==> config.mk <==
export PLATFORM = sky130hd
export DESIGN_NAME = riscv_praterv_dbus_router
export DESIGN_NICKNAME = d
export VERILOG_FILES = /design/src/rtl/riscv_defines.sv /design/src/rtl/riscv_praterv_addr_decode.sv /design/src/rtl/riscv_praterv_dbus_router.sv
export SDC_FILE = /design/constraint.sdc
export NUM_CORES = 1
export LEC_CHECK = 0
export CORE_UTILIZATION = 41
export CTS_BUF_LIST = sky130_fd_sc_hd__clkbuf_16
export DETAILED_ROUTE_END_ITERATION = 10
export PLACE_DENSITY = 0.88
export REMOVE_ABC_BUFFERS = 1
export SLEW_MARGIN = 30
export SYNTH_ARGS = -nofsm -noshare
export SYNTH_HDL_FRONTEND = slang
export SYNTH_SLANG_ARGS = --single-unit
==> constraint.sdc <==
create_clock -name clk -period 3.4 [get_ports clk]
set_clock_uncertainty 0.05 [all_clocks]
set_input_delay 0.68 -clock clk [delete_from_list [all_inputs] [get_ports clk]]
set_output_delay 0.68 -clock clk [all_outputs]
set_load 0.005 [all_outputs]
==> src/rtl/riscv_defines.sv <==
// riscv_defines
//   Shared types and defaults for the PratеRV data-bus router.
//   dbus_state_e          : router FSM state encoding
//   PERIPH_REGION_DEFAULT : addr[31:28] value selecting peripheral space
//   TIMEOUT_CNT_W         : width of the wait-cycle counter
package riscv_defines;

  typedef enum logic [1:0] {
    IDLE        = 2'd0,
    WAIT_GNT    = 2'd1,
    WAIT_RVALID = 2'd2,
    ERR_RESP    = 2'd3
  } dbus_state_e;

  localparam logic [3:0]  PERIPH_REGION_DEFAULT = 4'h1;
  localparam int unsigned TIMEOUT_CNT_W         = 8;

endpackage

==> src/rtl/riscv_praterv_addr_decode.sv <==
// riscv_praterv_addr_decode
//   Purely combinational target decode for the data-bus router.
//   addr      in  32             request address (only [31:24] matter)
//   periph_en in  PERIPHERAL_NO  per-peripheral enable mask
//   tgt_idx   out 4              0 = memory, k+1 = peripheral k
//   dec_err   out 1              peripheral index out of range or disabled
module riscv_praterv_addr_decode
  import riscv_defines::*;
#(
  parameter int unsigned PERIPHERAL_NO = 2,
  parameter logic [3:0]  PERIPH_REGION = PERIPH_REGION_DEFAULT
) (
  input  logic [31:0]              addr,
  input  logic [PERIPHERAL_NO-1:0] periph_en,
  output logic [3:0]               tgt_idx,
  output logic                     dec_err
);

  logic [3:0] idx;
  logic       en_hit;
  logic       unused_addr_lo;

  assign unused_addr_lo = ^addr[23:0];

  always_comb begin
    idx     = addr[27:24];
    en_hit  = 1'b0;
    tgt_idx = 4'd0;
    dec_err = 1'b0;
    // An index beyond PERIPHERAL_NO never matches, so en_hit stays 0 and
    // both error causes collapse into a single check.
    for (int k = 0; k < PERIPHERAL_NO; k++) begin
      if (idx == 4'(k)) en_hit = periph_en[k];
    end
    if (addr[31:28] == PERIPH_REGION) begin
      if (en_hit) tgt_idx = idx + 4'd1;
      else        dec_err = 1'b1;
    end
  end

endmodule

==> src/rtl/riscv_praterv_dbus_router.sv <==
// riscv_praterv_dbus_router
//   Routes single outstanding data-side requests to memory (target 0) or
//   one of PERIPHERAL_NO peripherals, with decode-error and timeout responses.
//   clk, rst                 clock, synchronous active-high reset
//   req_i/addr_i/we_i/be_i/wdata_i   upstream request
//   gnt_o                    combinational accept (IDLE only)
//   rvalid_o/rdata_o/err_o   registered one-cycle response
//   periph_en_i              peripheral enable mask, sampled at acceptance
//   tgt_req_o/tgt_gnt_i/tgt_rvalid_i/tgt_rdata_i   per-target handshake
//   bus_addr_o/bus_we_o/bus_be_o/bus_wdata_o       registered shared bus
//
//   state       | meaning
//   IDLE        | no transaction; gnt_o follows req_i
//   WAIT_GNT    | tgt_req_o asserted on selected target until its grant
//   WAIT_RVALID | request dropped, waiting for the target response
//   ERR_RESP    | one-cycle gap while the error response is on rvalid_o
module riscv_praterv_dbus_router
  import riscv_defines::*;
#(
  parameter int unsigned PERIPHERAL_NO  = 2,
  parameter logic [3:0]  PERIPH_REGION  = PERIPH_REGION_DEFAULT,
  parameter int unsigned TIMEOUT_CYCLES = 255
) (
  input  logic                          clk,
  input  logic                          rst,
  input  logic                          req_i,
  input  logic [31:0]                   addr_i,
  input  logic                          we_i,
  input  logic [3:0]                    be_i,
  input  logic [31:0]                   wdata_i,
  output logic                          gnt_o,
  output logic                          rvalid_o,
  output logic [31:0]                   rdata_o,
  output logic                          err_o,
  input  logic [PERIPHERAL_NO-1:0]      periph_en_i,
  output logic [PERIPHERAL_NO:0]        tgt_req_o,
  input  logic [PERIPHERAL_NO:0]        tgt_gnt_i,
  input  logic [PERIPHERAL_NO:0]        tgt_rvalid_i,
  input  logic [PERIPHERAL_NO:0][31:0]  tgt_rdata_i,
  output logic [31:0]                   bus_addr_o,
  output logic                          bus_we_o,
  output logic [3:0]                    bus_be_o,
  output logic [31:0]                   bus_wdata_o
);

  localparam int unsigned NT = PERIPHERAL_NO + 1;
  // Counter value on the last permitted wait cycle; TIMEOUT_CYCLES must be 1..255.
  localparam logic [TIMEOUT_CNT_W-1:0] TIMEOUT_LAST = TIMEOUT_CNT_W'(TIMEOUT_CYCLES - 1);

  dbus_state_e              state_q;
  logic [NT-1:0]            tgt_oh_q;
  logic [TIMEOUT_CNT_W-1:0] cnt_q;

  logic [3:0]    dec_idx;
  logic          dec_err;
  logic [NT-1:0] dec_oh;
  logic          sel_gnt;
  logic          sel_rvalid;
  logic [31:0]   sel_rdata;
  logic          timeout_hit;

  riscv_praterv_addr_decode #(
    .PERIPHERAL_NO (PERIPHERAL_NO),
    .PERIPH_REGION (PERIPH_REGION)
  ) u_addr_decode (
    .addr      (addr_i),
    .periph_en (periph_en_i),
    .tgt_idx   (dec_idx),
    .dec_err   (dec_err)
  );

  always_comb begin
    dec_oh = '0;
    for (int k = 0; k < NT; k++) dec_oh[k] = (dec_idx == 4'(k));
  end

  // Masking with the registered one-hot ignores every non-selected target.
  assign sel_gnt    = |(tgt_gnt_i & tgt_oh_q);
  assign sel_rvalid = |(tgt_rvalid_i & tgt_oh_q);

  always_comb begin
    sel_rdata = '0;
    for (int k = 0; k < NT; k++) begin
      if (tgt_oh_q[k]) sel_rdata = sel_rdata | tgt_rdata_i[k];
    end
  end

  assign timeout_hit = (cnt_q == TIMEOUT_LAST);
  assign gnt_o       = req_i && (state_q == IDLE);
  assign tgt_req_o   = (state_q == WAIT_GNT) ? tgt_oh_q : '0;

  always_ff @(posedge clk) begin
    if (rst) begin
      state_q     <= IDLE;
      tgt_oh_q    <= '0;
      cnt_q       <= '0;
      rvalid_o    <= 1'b0;
      err_o       <= 1'b0;
      rdata_o     <= '0;
      bus_addr_o  <= '0;
      bus_we_o    <= 1'b0;
      bus_be_o    <= '0;
      bus_wdata_o <= '0;
    end else begin
      rvalid_o <= 1'b0;
      err_o    <= 1'b0;
      rdata_o  <= '0;
      case (state_q)
        IDLE: begin
          if (req_i) begin
            if (dec_err) begin
              // Error response is launched on entry so it appears the cycle
              // after the request, while ERR_RESP blocks a new accept.
              state_q  <= ERR_RESP;
              rvalid_o <= 1'b1;
              err_o    <= 1'b1;
            end else begin
              state_q     <= WAIT_GNT;
              tgt_oh_q    <= dec_oh;
              cnt_q       <= '0;
              bus_addr_o  <= addr_i;
              bus_we_o    <= we_i;
              bus_be_o    <= be_i;
              bus_wdata_o <= wdata_i;
            end
          end
        end
        WAIT_GNT: begin
          cnt_q <= cnt_q + 1'b1;
          if (sel_gnt) begin
            state_q <= WAIT_RVALID;
          end else if (timeout_hit) begin
            state_q  <= ERR_RESP;
            rvalid_o <= 1'b1;
            err_o    <= 1'b1;
          end
        end
        WAIT_RVALID: begin
          cnt_q <= cnt_q + 1'b1;
          if (sel_rvalid) begin
            state_q  <= IDLE;
            rvalid_o <= 1'b1;
            rdata_o  <= sel_rdata;
          end else if (timeout_hit) begin
            state_q  <= ERR_RESP;
            rvalid_o <= 1'b1;
            err_o    <= 1'b1;
          end
        end
        ERR_RESP: state_q <= IDLE;
        default:  state_q <= IDLE;
      endcase
    end
  end

endmodule
; ---- Word level (Yosys, flattened, before mapping)
; Index checks and enable logic that the tools add are counted.
[op_classes]
n_addsub = 2
mul = 0
n_div = 0
order_cmp = 0
n_eq_ne = 10
shifts = 0
n_mux = 27
n_bitwise = 7
n_reduce_logical = 11
[ops]
columns = op, count
row1 = two-way mux 32 bit, 3
row2 = bitwise OR 32 bit, 2
row3 = two-way mux 8 bit, 2
row4 = case mux 8 bit (2 select lines), 1
row5 = "== test 4 x 1 -> 1 bit, second input constant", 3
row6 = two-way mux 1 bit, 10
row7 = two-way mux 2 bit, 5
row8 = OR reduction 3 bit, 3
row9 = "adder 8 x 1 -> 8 bit, second input constant", 1
row10 = "== test 8 bit, second input constant", 1
row11 = zero test 4 bit, 2
row12 = two-way mux 4 bit, 2
row13 = case mux 2 bit (4 select lines), 1
row14 = AND 3 bit, 2
row15 = case mux 1 bit (3 select lines), 2
row16 = AND reduction 3 bit, 2
row17 = "adder 4 x 1 -> 4 bit, second input constant", 1
row18 = "== test 2 bit, second input constant", 2
row19 = "== test 4 x 2 -> 1 bit, second input constant", 1
row20 = "!= test 2 bit, second input constant", 2
row21 = two-way mux 3 bit, 1
row22 = NOT 1 bit, 3
row23 = "== test 2 x 1 -> 1 bit, second input constant", 1
row24 = zero test 2 bit, 1
row25 = other kinds (3), 3
[totals]
register_bits = 116
latchBits = 0
mem_bits_rw = 0
romBits = 0
in_bits = 176
output_inout_bits = 107
elab_cells = 67
memories = 0

; ---- Longest topological paths before layout
[logic_depth]
word_depth = 8
mapped_depth = 8

; ---- Hierarchy
; From an unflattened synthesis, not the netlist that was laid out.
[unflattened]
hier_cells = 528
hier_area_um2 = 4506.8
[by_module_without_submodules]
columns = mod, instances, cells_per_inst, area_each_um2
row1 = riscv_praterv_dbus_router, 1, 512, 4364.2
row2 = riscv_praterv_addr_decode, 1, 16, 142.6

; ---- Worst setup path after synthesis
; Ideal clock, no wire load.
[synth_path]
kind = input-to-output
from = in req_i
to = out gnt_o
arrival_ns = 1.357
required_time_ns = 2.670
setup_slack_ns = 1.313
cell_stages = 4
cell_sequence = nand2_1 inv_1 buf_2 buf_2
[synth_via]
elab_chain_cells = 1
[synth_lines]
columns = item, line_no
row1 = start: declaration, riscv_praterv_dbus_router.sv:26  ; input logic req_i,
row2 = logical AND 1 bit, riscv_praterv_dbus_router.sv:89  ; assign gnt_o = req_i && (state_q == IDLE);
row3 = end: declaration, riscv_praterv_dbus_router.sv:31  ; output logic gnt_o,
; No other way between the ends.

; ---- Worst setup path after layout
; Ends and elaborated chain as after synthesis.

==> results.sh <==
export IMPL_outcome="complete, no violations"
export IMPL_final_area_sq_mm=0.00826
export IMPL_fin_cells=975
export IMPL_power_frac_seq_pct=38.9
export IMPL_synth_ff_type="dfxtp_1"
export IMPL_start_util_pct=42.2
export IMPL_core_area_sq_mm=0.0115
export IMPL_switchingPower_w=0.000916
export IMPL_synth_edff_count=0
export IMPL_cts_root_buf="clkbuf_16"
export IMPL_yosysSeqAreaShare_pct=48.0
export IMPL_fmax_mhz=365
export IMPL_numCtsBuffers=17
export IMPL_rows=39
export IMPL_syn_avg_cell_area_sq_um=8.67
export IMPL_async_flop_share_pct=0
export IMPL_pwr_share_clk_pct=44.4
export IMPL_combPwrFrac_pct=16.7
export IMPL_setup_viol=0
export IMPL_die_y_um=111
export IMPL_ys_ff_latch=116
export IMPL_routed_via_density=5.84
export IMPL_cp_common_cell="clkdlybuf4s50_1"
export IMPL_drv_cap=0
export IMPL_cts_resized=0
export IMPL_synth_warnings=0
export IMPL_worst_slew_pin_slew_ns=0.656
export IMPL_syn_cell_area_sq_mm=0.00484
export IMPL_port_buffers=282
export IMPL_clock_latency_ns=0.41
export IMPL_die_w_um=111
export IMPL_internal_power_w=0.00285
export IMPL_end_kind="output pin"
export IMPL_num_io_pins=283
export IMPL_gr_total_overflow=0
export IMPL_dp_cells=942
export IMPL_period_share_pct=80.6
export IMPL_area_delta_synth_final_pct=70.7
export IMPL_cts_setup_buffers=0
export IMPL_grt_pass1_wl_um=29300
export IMPL_final_cell_mix="clkdlybuf4s50_1 (281), dfxtp_1 (116), o21ai_0 (80)"
export IMPL_via_count=5694
export IMPL_place_congestion=0.920
export IMPL_cp_cell_sequence="clkdlybuf4s50_1 -> nand2_2 -> inv_2 -> clkdlybuf4s50_1"
export IMPL_path_class="primary input to output pin"
export IMPL_power_density_mw_per_mm2=456
export IMPL_cp_slowest_stage_delay_ns=0.59
export IMPL_yosysUniqueCellTypes=45
export IMPL_cts_sinks=116
export IMPL_place_area_sq_mm=0.00771
export IMPL_start_kind="primary input"
export IMPL_dieArea_sq_mm=0.0122
export IMPL_rsz0062_at_grt="no"
export IMPL_worst_slew_margin_rel_pct=56.3
export IMPL_cp_max_fo=5
export IMPL_drv_slew=0
export IMPL_ant_nets=0
export IMPL_drcViolationCount=0
export IMPL_cts_path_max_buffers=2
export IMPL_layout_drive_gt1_share_pct=6.14
export IMPL_postCtsHoldBufs=0
export IMPL_grt_pass1_vias=5695
export IMPL_htreeDepth=4
export IMPL_drtIter0Drc=619
export IMPL_antenna_found_initial=1
export IMPL_detail_route_first_pass_iterations=8
export IMPL_routed_wl_um=18600
export IMPL_synth_cells=558
export IMPL_slowest_stage="clkdlybuf4s50_1"
export IMPL_holdCritPathClass="flop to flop"
export IMPL_clkTransAtPathRegs_ns=0.05
export IMPL_r2r_slack_ns=1.15
export IMPL_cp_arrival_ns=2.01
export IMPL_power_leakage_nw=2.92
export IMPL_grt_max_degree=55
export IMPL_grtUsageTotal_pct=30.3
export IMPL_required_ns=2.67
export IMPL_cts_tree="built"
export IMPL_dp_hpwl_um=13100
export IMPL_hold_viol_final=0
export IMPL_vdd_drop_max_mv=0.399
export IMPL_period_needed_ns=2.74
export IMPL_final_common_cell="clkdlybuf4s50_1"
export IMPL_fin_nets=1003
export IMPL_swShare_pct=24.3
export IMPL_avgRoutedWirePerCell_um=19.1
## final cells by class
type,instances,area (sq um)
Clock inverter,15,124
Fill cell,862,3200
Multi-Input combinational cell,374,2240
Tap cell,143,179
Clock buffer,17,425
Sequential cell,116,2320
Inverter,14,52.6
Timing Repair Buffer,295,2920
Antenna cell,1,2.50
## critical path, delay by kind of cell
kind / cells / cell delay, ns
buffers and inverters: 3 / 1.16
and+or+nand+nor: 1 / 0.16
## cells by family after synthesis
kind of cell | share of synthesized area, %
AOI/OAI and AO/OA | 28.3
buffers and inverters | 5.92
adders and majority gates | 2.33
and+or+nand+nor | 15.3
xor gates and xnor gates | 0.181
DFF | 48.0
## path summary, 6_finish.rpt
| check | from | to | cells past startpoint |
|---|---|---|---|
| setup / recovery | req_i | gnt_o | 4 |
| hold / removal | bus_addr_o[16]$_SDFFE_PP0P_ | bus_addr_o[16]$_SDFFE_PP0P_ | 2 |
| setup reg to reg | state_q[1]$_SDFFE_PP0P_ | cnt_q[6]$_SDFFE_PP0P_ | 6 |
| hold reg to reg | bus_addr_o[16]$_SDFFE_PP0P_ | bus_addr_o[16]$_SDFFE_PP0P_ | 2 |
## sequential cells by signal (all words and copies together), names as in the netlist
register     flops
rvalid_o         1
err_o            1
tgt_oh_q         3
rdata_o         32
bus_addr_o      32
cnt_q            8
bus_we_o         1
bus_be_o         4
state_q          2
bus_wdata_o     32
## cells in the mapped netlist, drive strengths merged, types with 2 or more instances
| master | instances | share of area (%) |
|---|---|---|
| nand3 | 72 | 7.4 |
| o211ai | 3 | 0.57 |
| a31oi | 3 | 0.39 |
| a21o | 2 | 0.31 |
| nand4 | 2 | 0.26 |
| a21oi | 76 | 7.9 |
| ha | 9 | 2.3 |
| a211oi | 4 | 0.62 |
| clkbuf | 38 | 3.0 |
| a221oi | 4 | 0.72 |
| nand3b | 2 | 0.31 |
| nor3 | 3 | 0.31 |
| nand2b | 2 | 0.26 |
| buf | 16 | 1.8 |
| a32o | 3 | 0.62 |
| a222oi | 34 | 7.0 |
| nand2 | 11 | 0.96 |
| o21ai | 80 | 8.3 |
| inv | 14 | 1.1 |
| dfxtp | 116 | 48 |
| nor2b | 4 | 0.52 |
| and2 | 5 | 0.65 |
| nor2 | 37 | 2.9 |
| nor4 | 2 | 0.26 |
## through the flow
stage | setup WS, ns | total power [W] | util (%) | hold WS [ns] | TNS [ns]
5_1_grt | 0.560 | 0.00391 | 72.1 | 0.442 | 0
3_3_place_gp | 0.458 | 0.00209 | 67.2 | 0.410 | 0
4_1_cts | 0.649 | 0.00378 | 72.0 | 0.424 | 0
2_1_floorplan | -0.225 | 0.00168 | - | 0.408 | -2.22
6_report | 0.659 | 0.00377 | 72.1 | 0.424 | 0
3_5_place_dp | 0.355 | 0.00211 | 67.2 | 0.417 | 0
## power by group through the flow
| stage | combinational [W] | clock, W | sequential (W) |
|---|---|---|---|
| finish | 0.000629 | 0.00167 | 0.00146 |
| global route | 0.000674 | 0.00176 | 0.00147 |
| CTS | 0.000626 | 0.00169 | 0.00146 |
| detailed placement | 0.000619 | 0 | 0.00149 |
| global placement | 0.000604 | 0 | 0.00149 |
| floorplan | 0.000191 | 0 | 0.00149 |
## layer usage
metal | vias up | wire [um] | global-route usage [%]
met5 | - | 0 | 0
met1 | 2703 | 6870 | 32.5
met3 | 67 | 1350 | 8.12
met2 | 325 | 9390 | 53.1
met4 | 0 | 968 | 18.5
li1 | 2599 | - | -
(Power assumes the default switching activity.)
==> patch 1 (config.mk and constraints unchanged) <==
Re-encode `dbus_state_e` (4 states) as one-hot, 4 bits wide.
--- a/src/rtl/riscv_defines.sv
+++ b/src/rtl/riscv_defines.sv
@@ -7,7 +7,7 @@
 
-  typedef enum logic [1:0] {
-    IDLE        = 2'd0,
-    WAIT_GNT    = 2'd1,
-    WAIT_RVALID = 2'd2,
-    ERR_RESP    = 2'd3
+  typedef enum logic [3:0] {
+    IDLE        = 4'b0001,
+    WAIT_GNT    = 4'b0010,
+    WAIT_RVALID = 4'b0100,
+    ERR_RESP    = 4'b1000
   } dbus_state_e;
Formal check against the unedited RTL: no difference found for any inputs over 4 cycles, from zero or initial values and one cycle with rst high; so few cycles prove little.
==> patch 1 against the original RTL <==
Design area shrank 3.4%; setup slack worse by 0.22 ns; sequential cell count is 2 higher; non-clock buffer count down 3; total power increased by 0.36%; critical path type is now input port to flop; final cell count down 1.7%; wire length shrank 11%; area after synthesis down 7.1%; highest routed layer unchanged; via count decreased by 9.5%; largest cell class unchanged.
==> patch 1: results (changes against the original RTL) <==
status=finished, final reports clean; Largest regs=bus_addr_o: 32 flops, bus_wdata_o: 32 flops, rdata_o: 32 flops; Layout Nets=990 (-1.3%); end of the worst register-to-register path=cnt_q[4]; port bufs=282 (unchanged); CP max stage cell=clkdlybuf4s50_1; wirelength, routed=16.5 mm (-11%); GPL Wtd Cong=0.915 (-0.53%); Worst R2R Path Depth=6 (unchanged); Setup Slack @ Placement=0.0594 ns (-0.295 ns); post-synth cell types=36 (-20%); first-pass GRT wire length=25.3 mm (-14%); clock tree buffer depth=2 (unchanged); Seq/Total Area, Yosys=52.5% (+4.6 points); Hold Crit Endpoint=bus_wdata_o[26]; largest net degree at the start of global routing=59 (+7.3%); hold_sp=bus_wdata_o[26]; drt initial violations=499 (-19%); Lkg Pwr=2.89 nW (-0.77%); Max Fanout on Critical Path=58 (+53); r2r startpoint=state_q[3]; Hold Crit Class=flop to flop; CP arrival=3.21 ns (+1.20 ns); antenna cells=0 (-1); Slew headroom=46.8% (-9.5 points); synth cell count leaders=nand2_1, dfxtp_1, a21oi_1, nor2_1, a222oi_1; Syn Inst Count=540 (-3.2%); ys async rst share=0% (unchanged); Crit path largest cell delay=0.61 ns (+0.02 ns); number of setup buffers added after CTS=0 (unchanged); width of the die=107 um (-3.6%); Vias per Instance=5.38 (-7.9%); GR Util All Layers=28.6% (-1.8 points); Worst VDD drop=0.000304 V (-24%); ratio of cells with drive above 1 in the final layout=5.60% (-0.54 points); endpoints failing hold=0 (unchanged); Root Buffer=clkbuf_16; Clk Latency, worst-skew pair=0.40 ns; HPWL after detailed placement=12.1 mm (-7.9%); H-tree levels=4 (unchanged); DRT Pass-1 Iters=9 (+1); synth warn=0 (unchanged); r2r setup slk=1.25 ns (+0.10 ns); placed insts=926 (-1.7%); WHS Path Cells=2 (unchanged); cts bufs inserted=17 (unchanged); Final Non-Filler Cells=958 (-1.7%); Synth area leaders=dfxtp_1, nand2_1, a21oi_1; initial antenna violation count=0 (-1); # resized after CTS=0 (unchanged); vias in the first global route=5,054 (-11%)
-- patch 1: cell count changes after synthesis, moves of 4 or more --
cell      delta
ha_1         -4
o21ai_0     -76
and3_1       +6
nand2_1    +149
inv_1        -7
a31oi_1      +4
nand3_1     -66
nor2_1       +4
clkbuf_1     -6
-- patch 1: worst max-delay path: cells and delay by family --
| kind | cells | cell delay, ns |
|---|---|---|
| buf+inv | 3 | 1.20 |
| fa+ha+maj | 1 | 0.20 |
| simple gates | 2 | 0.36 |
| compound gates | 3 | 0.74 |
-- patch 1: worst max path at each step --
stage,startpoint,endpoint,slack (ns),depth (start not counted)
detailed placement,addr_i[24],cnt_q[7],0.06,9
floorplan,addr_i[25],tgt_oh_q[0],-0.91,7
global placement,addr_i[24],cnt_q[2],0.22,9
CTS,addr_i[24],cnt_q[4],0.48,9
global route,addr_i[24],cnt_q[4],0.19,9
finish,addr_i[24],cnt_q[4],0.44,9
-- patch 1: layout make-up --
cell class | count | area (sq um)
fillers | 717 | 2480
well taps | 136 | 170
flip-flops and latches | 118 | 2360
clock buffers | 17 | 425
repair buffers | 292 | 2910
inverters | 7 | 26.3
clock inverters | 15 | 145
multi-input cells | 373 | 1950
-- patch 1: kinds of logic after synthesis --
group / Yosys count / share of synthesized area, %
compound gates: 137 / 20.2
xor+xnor: 2 / 0.390
fa+ha+maj: 5 / 1.39
buf+inv: 49 / 4.43
flops: 118 / 52.5
simple gates: 229 / 21.0
-- patch 1: per-stage QoR --
| stage | TNS, ns | cell area, sq um | power [mW] | hold WS [ns] | utilization (%) |
|---|---|---|---|---|---|
| 6_report | 0 | 7980 | 3.78 | 0.403 | 76.3 |
| 4_1_cts | 0 | 7980 | 3.80 | 0.405 | 76.3 |
| 5_1_grt | 0 | 7980 | 3.92 | 0.417 | 76.3 |
| 3_5_place_dp | 0 | 7410 | 2.09 | 0.396 | 70.8 |
| 3_3_place_gp | 0 | 7410 | 2.07 | 0.390 | 70.8 |
| 2_1_floorplan | -52.74 | 4320 | 1.68 | 0.384 | - |
-- patch 1: layer usage --
metal  GRT usage, %  wire [um]  vias up
li1               -          -     2422
met1           30.9       6120     2409
met2           50.1       8360      271
met3           8.57       1370       53
met4           15.0        677        0
met5              0          0        -
-- patch 1: power by group --
part / switching, mW / internal, mW / leakage [nW] / total, mW
Clock: 0.689 / 1.02 / 0.273 / 1.71
Sequential: 0.0333 / 1.45 / 0.961 / 1.48
Combinational: 0.234 / 0.355 / 1.66 / 0.588
Total: 0.956 / 2.82 / 2.89 / 3.78
==> patch 2 (same settings) <==
Made on the original files. `TIMEOUT_CNT_W`: 8 -> 10.
--- a/src/rtl/riscv_defines.sv
+++ b/src/rtl/riscv_defines.sv
@@ -15,3 +15,3 @@
   localparam logic [3:0]  PERIPH_REGION_DEFAULT = 4'h1;
-  localparam int unsigned TIMEOUT_CNT_W         = 8;
+  localparam int unsigned TIMEOUT_CNT_W         = 10;
 
Behaviour: same outputs for any inputs over 4 cycles, from zero or initial values and one cycle with rst high; that may be too few to reach the edited logic, so the function may still have changed.
==> patch 2 against the original RTL <==
Core utilization grew 2.7 points; sequential cell count increased by 2; via count shrank 8.6%; design area decreased by 1.1%; setup slack lost 0.042 ns; wire length decreased by 6.4%; first-iteration DRC count decreased by 20%; total power is 4.8% higher; area after synthesis is 3.7% lower; critical path type unchanged.
==> patch 2: results (changes against the original RTL) <==
WHS Path Cells=2 (unchanged); status=finished, final reports clean; post-synth cell types=49 (+8.9%); post-DR wirelength/cell=18.0 um (-5.6%); Max Fanout on Critical Path=6 (+1); Site Rows=38 (-2.6%); placed insts=935 (-0.74%); Reg area=0.00236 sq mm (+1.7%); Lkg Pwr=2.99 nW (+2.4%); vias in the first global route=5,225 (-8.3%); bufs w/o clock=291 (-1.4%); non-clock inverter count=11 (-3); clock-pin slew of the registers on the worst-case setup and hold paths=0.06 ns; ys async rst share=0% (unchanged); Seq/Total Area, Yosys=50.7% (+2.7 points); Slew headroom=48.5% (-7.7 points); # resized after CTS=0 (unchanged); Fill cells=783 (-9.2%); Worst VDD drop=0.000422 V (+5.8%); Final Core Density=74.7% (+2.7 points); area of the multi-input gates=0.00208 sq mm (-7.1%); HPWL after detailed placement=12.5 mm (-4.6%); DRT Pass-1 Iters=6 (-2); Layout Nets=999 (-0.40%); FF+latch count=118 (+1.7%); first-pass GRT wire length=26.0 mm (-11%); Signal buf overhead=35.5% (+0.17 points); clock power share=46.9% (+2.5 points); CP max stage cell=clkdlybuf4s50_1; final-layout clock-cell area share=7.50% (+0.85 points); GR Util All Layers=29.1% (-1.3 points); initial antenna violation count=1 (unchanged); Switching Fraction=23.4% (-0.98 points); Worst R2R Path Depth=9 (+3); Largest regs=bus_addr_o: 32 flops, bus_wdata_o: 32 flops, rdata_o: 32 flops; synth warn=0 (unchanged); Crit path largest cell delay=0.57 ns (-0.02 ns); Clk Latency, worst-skew pair=0.41 ns (about the same); GPL Wtd Cong=0.961 (+4.5%); Final Non-Filler Cells=967 (-0.82%); largest net degree at the start of global routing=77 (+40%); Synth area leaders=dfxtp_1, nand2_1, a21oi_1; synth cell count leaders=nand2_1, dfxtp_1, a21oi_1, nor2_1, a222oi_1; Vias per Instance=5.38 (-7.9%); drt initial violations=493 (-20%); P_sw=922 uW (+0.61%); Comb group=613 uW (-3%); post-placement cell area=0.00756 sq mm (-2.0%); #MultiIn Comb=375 (+0.27%); antenna cells=0 (-1); Synth Area per Inst=8.58 sq um (-1.1%); Setup Slack @ Placement=0.257 ns (-0.0975 ns); CP arrival=2.05 ns (+0.04 ns); ratio of cells with drive above 1 in the final layout=5.93% (-0.21 points)
[patch 2: worst paths after layout]
kind | from | endpoint | slack, ns
setup / recovery | req_i | gnt_o | 0.62
hold / removal | bus_addr_o[7] | bus_addr_o[7] | 0.40
setup reg to reg | state_q[0] | bus_addr_o[17] | 1.06
hold reg to reg | bus_addr_o[7] | bus_addr_o[7] | 0.40
[patch 2: cells by family after synthesis]
family | after synthesis | synth area share [%]
adders and majority gates | 9 | 2.42
AOI/OAI and AO/OA | 139 | 21.1
buffers and inverters | 50 | 4.73
DFF | 118 | 50.7
and+or+nand+nor | 219 | 19.6
xor gates and xnor gates | 8 | 1.50
[patch 2: metal layers]
metal	vias to the layer above	wire, um	global-route usage [%]
met5	-	12	0
met4	2	688	16.2
met3	65	1460	9.83
met2	264	8720	49.6
met1	2437	6520	31.4
li1	2435	-	-
[patch 2: tightest hold or removal path, delay by kind of cell (launching register included)]
kind | cells | cell delay [ns]
and+or+nand+nor | 1 | 0.05
DFF | 1 | 0.30
AOI/OAI and AO/OA | 1 | 0.05
